### src/rtl/xrv1_ifq_pkg.sv
// Shared types and helpers for the xrv1 instruction fetch buffer.
package xrv1_ifq_pkg;

  localparam int unsigned ILEN = 32;

  typedef struct packed {
    logic [ILEN-1:0] data;
    logic [31:2]     pc;
    logic            err;
  } ifq_entry_t;

  function automatic logic is_rvc(input logic [15:0] parcel);
    return parcel[1:0] != 2'b11;
  endfunction

endpackage

### src/rtl/xrv1_parcel_aligner.sv
// Combinational head decoder: builds the head instruction from head/next entries and decides
// whether a dequeue pops an entry. Parcel alignment is built only with XRV1_IFQ_RVC_EN.
module xrv1_parcel_aligner
  import xrv1_ifq_pkg::*;
#(
  parameter int unsigned CntW = 3
) (
  input  ifq_entry_t       head_i,
  input  ifq_entry_t       next_i,
  input  logic             hsel_i,
  input  logic [CntW-1:0]  count_i,
  output logic [ILEN-1:0]  insn_o,
  output logic [31:0]      pc_o,
  output logic             rvc_o,
  output logic             err_o,
  output logic             vld_o,
  output logic             pop_o,
  output logic             hsel_nxt_o
);

`ifdef XRV1_IFQ_RVC_EN
  logic        cnt_ge1;
  logic        cnt_ge2;
  logic [15:0] parcel;
  logic        rvc;
  logic        straddle;

  assign cnt_ge1 = (count_i != '0);
  assign cnt_ge2 = (count_i > CntW'(1));

  always_comb begin
    parcel   = hsel_i ? head_i.data[31:16] : head_i.data[15:0];
    // An erroring head is forced to look like a 32-bit instruction.
    rvc      = is_rvc(parcel) & ~head_i.err;
    straddle = hsel_i & ~rvc & ~head_i.err;

    if (rvc) begin
      insn_o = {16'b0, parcel};
    end else if (straddle) begin
      insn_o = {next_i.data[15:0], parcel};
    end else begin
      insn_o = head_i.data;
    end

    pc_o  = {head_i.pc, hsel_i, 1'b0};
    rvc_o = rvc & cnt_ge1;
    err_o = head_i.err | (straddle & cnt_ge2 & next_i.err);
    vld_o = cnt_ge1 & (~straddle | cnt_ge2);

    pop_o      = 1'b1;
    hsel_nxt_o = 1'b0;
    if (rvc) begin
      pop_o      = hsel_i;
      hsel_nxt_o = ~hsel_i;
    end else if (straddle) begin
      hsel_nxt_o = 1'b1;
    end
  end
`else
  logic unused_in;

  assign unused_in  = ^{next_i, hsel_i};
  assign insn_o     = head_i.data;
  assign pc_o       = {head_i.pc, 2'b00};
  assign rvc_o      = 1'b0;
  assign err_o      = head_i.err;
  assign vld_o      = (count_i != '0);
  assign pop_o      = 1'b1;
  assign hsel_nxt_o = 1'b0;
`endif

endmodule

### src/rtl/xrv1_fetch_buf.sv
// Configurable-depth circular fetch buffer between imem and decode of the xrv1 core.
// Define XRV1_IFQ_RVC_EN to build 16-bit parcel alignment (compressed and straddling insns).
module xrv1_fetch_buf
  import xrv1_ifq_pkg::*;
#(
  parameter int unsigned DEPTH_P     = 4,
  parameter int unsigned AF_THRESH_P = DEPTH_P - 1
) (
  input  logic                         clk_i,
  input  logic                         rst_ni,
  input  logic                         flush_i,
  input  logic                         enq_vld_i,
  output logic                         enq_rdy_o,
  input  logic [31:0]                  enq_data_i,
  input  logic [31:0]                  enq_pc_i,
  input  logic                         enq_err_i,
  output logic                         deq_vld_o,
  input  logic                         deq_rdy_i,
  output logic [31:0]                  deq_insn_o,
  output logic [31:0]                  deq_pc_o,
  output logic                         deq_rvc_o,
  output logic                         deq_err_o,
  output logic [$clog2(DEPTH_P+1)-1:0] count_o,
  output logic                         empty_o,
  output logic                         full_o,
  output logic                         almost_full_o
);

  localparam int unsigned     CntW     = $clog2(DEPTH_P + 1);
  localparam int unsigned     PtrW     = $clog2(DEPTH_P);
  localparam logic [CntW-1:0] DepthCnt = CntW'(DEPTH_P);
  localparam logic [CntW-1:0] AfCnt    = CntW'(AF_THRESH_P);
  localparam logic [PtrW-1:0] LastPtr  = PtrW'(DEPTH_P - 1);

  ifq_entry_t      mem_q [DEPTH_P];
  logic [PtrW-1:0] wptr_q, wptr_d;
  logic [PtrW-1:0] rptr_q, rptr_d;
  logic [PtrW-1:0] rptr_nxt;
  logic [CntW-1:0] count_q, count_d;
  logic            hsel_q, hsel_d;
  logic            align_pend_q, align_pend_d;
  logic            enq_fire;
  logic            deq_fire;
  logic            pop;
  logic            al_pop;
  logic            al_hsel_nxt;

`ifdef XRV1_IFQ_RVC_EN
  logic unused_pc;
  assign unused_pc = enq_pc_i[0];
`else
  logic unused_pc;
  assign unused_pc = ^{enq_pc_i[1:0], align_pend_q};
`endif

  // Ready looks only at registered occupancy, never at deq_rdy_i.
  assign enq_rdy_o = (count_q != DepthCnt);
  assign enq_fire  = enq_vld_i & enq_rdy_o & ~flush_i;
  assign rptr_nxt  = (rptr_q == LastPtr) ? '0 : rptr_q + PtrW'(1);

  xrv1_parcel_aligner #(
    .CntW (CntW)
  ) u_aligner (
    .head_i     (mem_q[rptr_q]),
    .next_i     (mem_q[rptr_nxt]),
    .hsel_i     (hsel_q),
    .count_i    (count_q),
    .insn_o     (deq_insn_o),
    .pc_o       (deq_pc_o),
    .rvc_o      (deq_rvc_o),
    .err_o      (deq_err_o),
    .vld_o      (deq_vld_o),
    .pop_o      (al_pop),
    .hsel_nxt_o (al_hsel_nxt)
  );

  assign deq_fire = deq_vld_o & deq_rdy_i & ~flush_i;
  assign pop      = deq_fire & al_pop;

  always_comb begin
    wptr_d       = wptr_q;
    rptr_d       = rptr_q;
    count_d      = count_q;
    hsel_d       = hsel_q;
    align_pend_d = align_pend_q;

    if (flush_i) begin
      wptr_d       = '0;
      rptr_d       = '0;
      count_d      = '0;
      hsel_d       = 1'b0;
      align_pend_d = 1'b1;
    end else begin
      if (enq_fire) begin
        wptr_d       = (wptr_q == LastPtr) ? '0 : wptr_q + PtrW'(1);
        align_pend_d = 1'b0;
`ifdef XRV1_IFQ_RVC_EN
        // Buffer is empty while alignment is pending, so no dequeue can collide here.
        if (align_pend_q) begin
          hsel_d = enq_pc_i[1];
        end
`endif
      end
      if (deq_fire) begin
        hsel_d = al_hsel_nxt;
      end
      if (pop) begin
        rptr_d = rptr_nxt;
      end
      case ({enq_fire, pop})
        2'b10:   count_d = count_q + CntW'(1);
        2'b01:   count_d = count_q - CntW'(1);
        default: count_d = count_q;
      endcase
    end
  end

  always_ff @(posedge clk_i or negedge rst_ni) begin
    if (!rst_ni) begin
      wptr_q       <= '0;
      rptr_q       <= '0;
      count_q      <= '0;
      hsel_q       <= 1'b0;
      align_pend_q <= 1'b1;
    end else begin
      wptr_q       <= wptr_d;
      rptr_q       <= rptr_d;
      count_q      <= count_d;
      hsel_q       <= hsel_d;
      align_pend_q <= align_pend_d;
    end
  end

  always_ff @(posedge clk_i or negedge rst_ni) begin
    if (!rst_ni) begin
      for (int i = 0; i < int'(DEPTH_P); i++) begin
        mem_q[i] <= '0;
      end
    end else if (enq_fire) begin
      mem_q[wptr_q] <= '{data: enq_data_i, pc: enq_pc_i[31:2], err: enq_err_i};
    end
  end

  assign count_o       = count_q;
  assign empty_o       = (count_q == '0);
  assign full_o        = (count_q == DepthCnt);
  assign almost_full_o = (count_q >= AfCnt);

endmodule
### config.mk
export PLATFORM = sky130hd
export DESIGN_NAME = xrv1_fetch_buf
export DESIGN_NICKNAME = d
export VERILOG_FILES = /design/src/rtl/xrv1_ifq_pkg.sv /design/src/rtl/xrv1_parcel_aligner.sv /design/src/rtl/xrv1_fetch_buf.sv
export SDC_FILE = /design/constraint.sdc
export NUM_CORES = 1
export LEC_CHECK = 0
export ABC_AREA = 1
export CAP_MARGIN = 15
export CORE_UTILIZATION = 25
export CTS_CLUSTER_DIAMETER = 120
export DETAILED_ROUTE_END_ITERATION = 7
export SLEW_MARGIN = 20
export SYNTH_ARGS = -nofsm -noshare
export SYNTH_HDL_FRONTEND = slang
export SYNTH_HIERARCHICAL = 1
export SYNTH_SLANG_ARGS = --single-unit
### constraint.sdc
create_clock -name clk_i -period 2.05 [get_ports clk_i]
set_input_delay 0.615 -clock clk_i [delete_from_list [all_inputs] [get_ports clk_i]]
set_output_delay 0.615 -clock clk_i [all_outputs]
set_load 0.02 [all_outputs]
# == After elaboration in Yosys (flattened, before gate mapping) ==
# Index checks and enable logic that the tools add are counted.
# totals
reg_bits,259
latch_bits,0
ramBits,0
rom_bits,0
input_bits,70
output_inout_bits,74
wordCells,56
memories,0
# classes
addsub,4
mul,0
div_mod_pow,0
order_cmp,4
n_eq_ne,6
shifts,0
n_mux,14
n_bitwise,7
n_reduce_logical,6
# op_table
cell,count
$bwmux W252,1
$mux W63,3
$bmux W63 S2,1
$demux W63 S2,1
$mux W2,6
$eq A2 B2 Y1 const B,3
$ge A3 B3 Y1 const B,2
$not A2 Y3,2
$pmux W3 S2,1
$reduce_bool A3 Y1,2
$add A2 B1 Y2 const B,2
$and A1 B1 Y1,4
$reduce_bool A2 Y1,2
$add A3 B1 Y3 const B,1
$eq A3 B3 Y1 const B,1
$ge A3 B2 Y1 const B,1
$logic_not A3 Y1,1
$lt A3 B1 Y1 const B,1
$mux W3,1
$ne A3 B3 Y1 const B,1
$sub A3 B1 Y3 const B,1
$eq A2 B1 Y1 const B,1
$logic_and A1 B1 Y1,1
$not A1 Y1,1

# == Longest topological paths before layout ==
# logic_depth
depth_word,6
mapped_depth,12
ltp_nobuf,12

# == Cells and area by module ==
# Netlist, hierarchy kept.
# modules_own_cells
mod,n_inst,cells_each,area_each_um2,seq_area_each_um2
xrv1_fetch_buf,1,1649,13055.0,6506.2
xrv1_parcel_aligner,1,73,529.3,0.0

# == Worst setup path before layout ==
# No wires, ideal clock.
# synth_timing
path_kind,flip-flop to flip-flop
from,"register count_q[0], in the netlist count_o[0]"
to,"register count_q[2], in the netlist count_o[2]"
setup_ns,0.065
arrival_ns,2.061
required_ns,1.985
setup_slack_ns,-0.076
path_stages_with_launch,13
n_path_buf,0
period_less_slack_ns,2.126
path_cell_list,dfrtp_1 nor2_1 nand2_1 nand3_1 nor2_1 nand2_1 inv_1 fa_1 xor2_1 nand3b_1 nand2_1 nand2_1 nand2_1
# synth_via
elab_chain_cells,6
elab_cells_between_ends,13
cone_classes,add/sub: 2; eq/ne: 3; mux: 2; bitwise: 4; reduce/logical: 2
# synth_rtl
element,line_no,rtl
start: declaration,xrv1_fetch_buf.sv:39,"logic [CntW-1:0] count_q, count_d;"
start signal: assignment,xrv1_fetch_buf.sv:128,count_q <= count_d;
$reduce_bool A3 Y1 *,xrv1_parcel_aligner.sv:67,assign vld_o = (count_i != '0);
net deq_vld_o,xrv1_fetch_buf.sv:17,"output logic deq_vld_o,"
$and A1 B1 Y1 * (2 in a row),xrv1_fetch_buf.sv:77,assign deq_fire = deq_vld_o & deq_rdy_i & ~flush_i;
$eq A2 B1 Y1 / $eq A2 B2 Y1 (equally long branches),xrv1_fetch_buf.sv:110,"case ({enq_fire, pop})"
$pmux W3 S2,xrv1_fetch_buf.sv:110,
$mux W3,xrv1_fetch_buf.sv:87,if (flush_i) begin
# The timed path passes the listed nets; every way through them passes the cells marked *.
# A chain may end at the register's enable or synchronous reset.

# == Worst setup path in the final report ==
# layout_timing
from,register rptr_q[0]
to,output port deq_pc_o[26]
# layout_via
elab_chain_cells,4
# layout_rtl
element,line_no,rtl
start: declaration,xrv1_fetch_buf.sv:37,"logic [PtrW-1:0] rptr_q, rptr_d;"
start signal: assignment,xrv1_fetch_buf.sv:127,rptr_q <= rptr_d;
$not A2 Y3 (implied by the code),xrv1_fetch_buf.sv:64,".head_i (mem_q[rptr_q]),"
$bmux W63 S2,xrv1_fetch_buf.sv:64,
$mux W63 (implied by the code) (2 in a row),xrv1_fetch_buf.sv:64,
end: declaration,xrv1_fetch_buf.sv:20,"output logic [31:0] deq_pc_o,"
# Every way passes these cells. The select of a mux whose other input is x is not followed.

==> flow_summary.ini <==
[synth]
syn-cell-area_sq_mm = 0.0119
syn_avg_cell_area_sq_um = 8.70
synthCells = 1366
yosysWarningCount = 6

[clocking]
cts_root_buf = clkbuf_16
cts_tree = done
clk_path_buf_depth = 3
clock_latency_ps = 560
htreeDepth = 1
clock_sinks = 259
ctsHoldBuffers = 0
clkSlewWorstSetupHoldPaths_ps = 60
numCtsBuffers = 31

[drt]
num_vias = 9684
routed_wl_um = 34900
drc_errors = 20
ant_nets = 0
via_per_inst = 4.63
drt_iter0_markers = 598
firstDrtPassIters = 7
post_drt_wl_per_cell_um = 16.7

[flow_run]
drv_cap = 0

[place]
place_congestion = 0.757
portBuffers = 138
dp_slack_ps = -440
dp_hpwl_um = 18500

[final_layout]
drive_above_1_share = 0.254
fin_nets = 1536
fillers = 4761
area_growth_pct = 36.6
multi_input_area_sq_mm = 0.00487
regArea_sq_mm = 0.00649

[timing]
setup_tns_ps = -28870
max_freq_mhz = 389
min_period_over_period = 1.25
worst_pin_slew_ps = 642
setup_viol = 65
hold_viol_final = 2
skew_ps = 13.3
period_minus_slack_ps = 2570
rsz0062_at_grt = yes
holdWs_ps = -4.07
slew_headroom = 0.572
layout_setup_ws_ps = -520
slew_viol_final = 0

[die]
top_level_ports = 144
start_util = 0.254
dieArea_sq_mm = 0.0484
core-area_sq_mm = 0.0468
die_w_um = 220
rows = 79
die_height_um = 220

[power]
p_per_area_mw_per_mm2 = 1450
power_frac_clock = 0.245
switching_power_uw = 8660
swShare = 0.367
power.internal_uw = 14900
power_leakage_uw = 0.00746
ir_worst_vdd_v = 0.000755
power_frac_seq = 0.314
p_comb_frac = 0.441

[critical_path]
cp.arrival_ps = 1960
critPathTopFamily = buffers and inverters
cp_cell_sequence = clkinv_8 > buf_12 > buf_16 > nor2_4 > o22ai_2 > buf_6
cp_slowest_stage_delay_ps = 550
critPathLaunchType = flop
crit_required_ps = 1430
critical_path_buf_inv_count = 4
crit_fanout = 8
path_class = flop to output pin
cp_slowest_cell = dfrtp_4
end_kind = output pin

[grt]
grt_max_degree = 67
grt_overflow_total = 0
grt_pass1_wl_um = 51300
antenna_found_initial = 1
grt_pass1_vias = 9317
track_usage = 0.134

[status]
run_status = finished with violations
violations = design-rule violations, negative hold slack, negative setup slack

[hold_path]
min_path_type = input port to async pin
[what timing repair did]
item                       in CTS  in global routing
pin swaps                       5                 64
resized for setup             370                306
buffers inserted               11                  6
setup endpoints to repair      71                 70
gates cloned                    9                 10
[cell type report]
type,count,area share
Sequential cell,259,0.400
Timing Repair Buffer,222,0.168
Inverter,75,0.0183
Multi-Input combinational cell,871,0.300
Antenna cell,1,0.000154
Tap cell,607,0.0468
Clock inverter,11,0.0115
Clock buffer,45,0.0547
[worst paths after layout]
| check | from | end | slack [ps] | cells past startpoint |
|---|---|---|---|---|
| worst max-delay path | rptr_q[0] | deq_pc_o[26] | -520 | 6 |
| worst min-delay path | rst_ni | count_o[0] | -4 | 1 |
| worst max register to register | count_o[1] | count_o[2] | 110 | 13 |
| worst min register to register | mem_q[83] | mem_q[83] | 480 | 2 |
| max in group asynchronous | rst_ni | mem_q[218] | 1320 | 2 |
| min in group clk_i | mem_q[83] | mem_q[83] | 480 | 2 |
[placed cells by master, fill, tap and decap left out, drive strengths merged]
| cell type | instances |
|---|---|
| a21o | 1 |
| a21oi | 1 |
| a22oi | 1 |
| buf | 146 |
| bufinv | 5 |
| clkbuf | 54 |
| clkdlybuf4s15 | 1 |
| clkdlybuf4s50 | 66 |
| clkinv | 6 |
| clkinvlp | 1 |
| conb | 4 |
| dfrtp | 259 |
| diode | 1 |
| fa | 1 |
| ha | 5 |
| inv | 74 |
| nand2 | 276 |
| nand3 | 2 |
| nand3b | 1 |
| nand4 | 1 |
| nor2 | 132 |
| nor3 | 1 |
| o21ai | 380 |
| o22ai | 64 |
| xor2 | 1 |
[worst reg2reg max path, cell delays in order, from the launching register on]
cell	delay, ps
dfrtp_2	430
buf_6	140
nor2_4	70
nand2_2	70
nand3_2	90
nor2_2	40
nand2_1	80
inv_2	50
fa_2	380
xor2_2	160
nand3b_1	150
nand2_1	70
nand2_1	60
nand2_1	70
[power groups by stage]
stage	clock network [uW]	registers, uW	logic (uW)
after global routing	6120	7580	11200
after floorplan	0	7100	5530
after CTS	5930	7210	8460
after global placement	0	7230	7500
final	5780	7410	10400
after detailed placement	0	7280	7620
[layer usage]
layer	wire length [um]	up-vias	global-route usage
li1	-	4659	-
met1	16000	4741	0.183
met2	16300	240	0.221
met3	1940	44	0.0239
met4	619	0	0.0248
met5	0	-	0
[metrics by stage]
step / utilization / area, sq um / hold WS (ps) / std cells / total power (uW)
final: 0.347 / 16200 / -4.07 / 2091 / 23600
after global routing: 0.347 / 16200 / 21.2 / 2090 / 24900
after detailed placement: 0.293 / 13700 / 463 / 2000 / 14900
after global placement: 0.293 / 13700 / 461 / 2000 / 14700
after CTS: 0.322 / 15100 / 31.0 / 2076 / 21600
after floorplan: - / 11900 / 319 / 1368 / 12600
[flip-flops by register name (all words and copies together), names as in the netlist]
register,flops
mem_q,252
count_o,3
rptr_q,2
wptr_q,2
(Power assumes the default switching activity.)
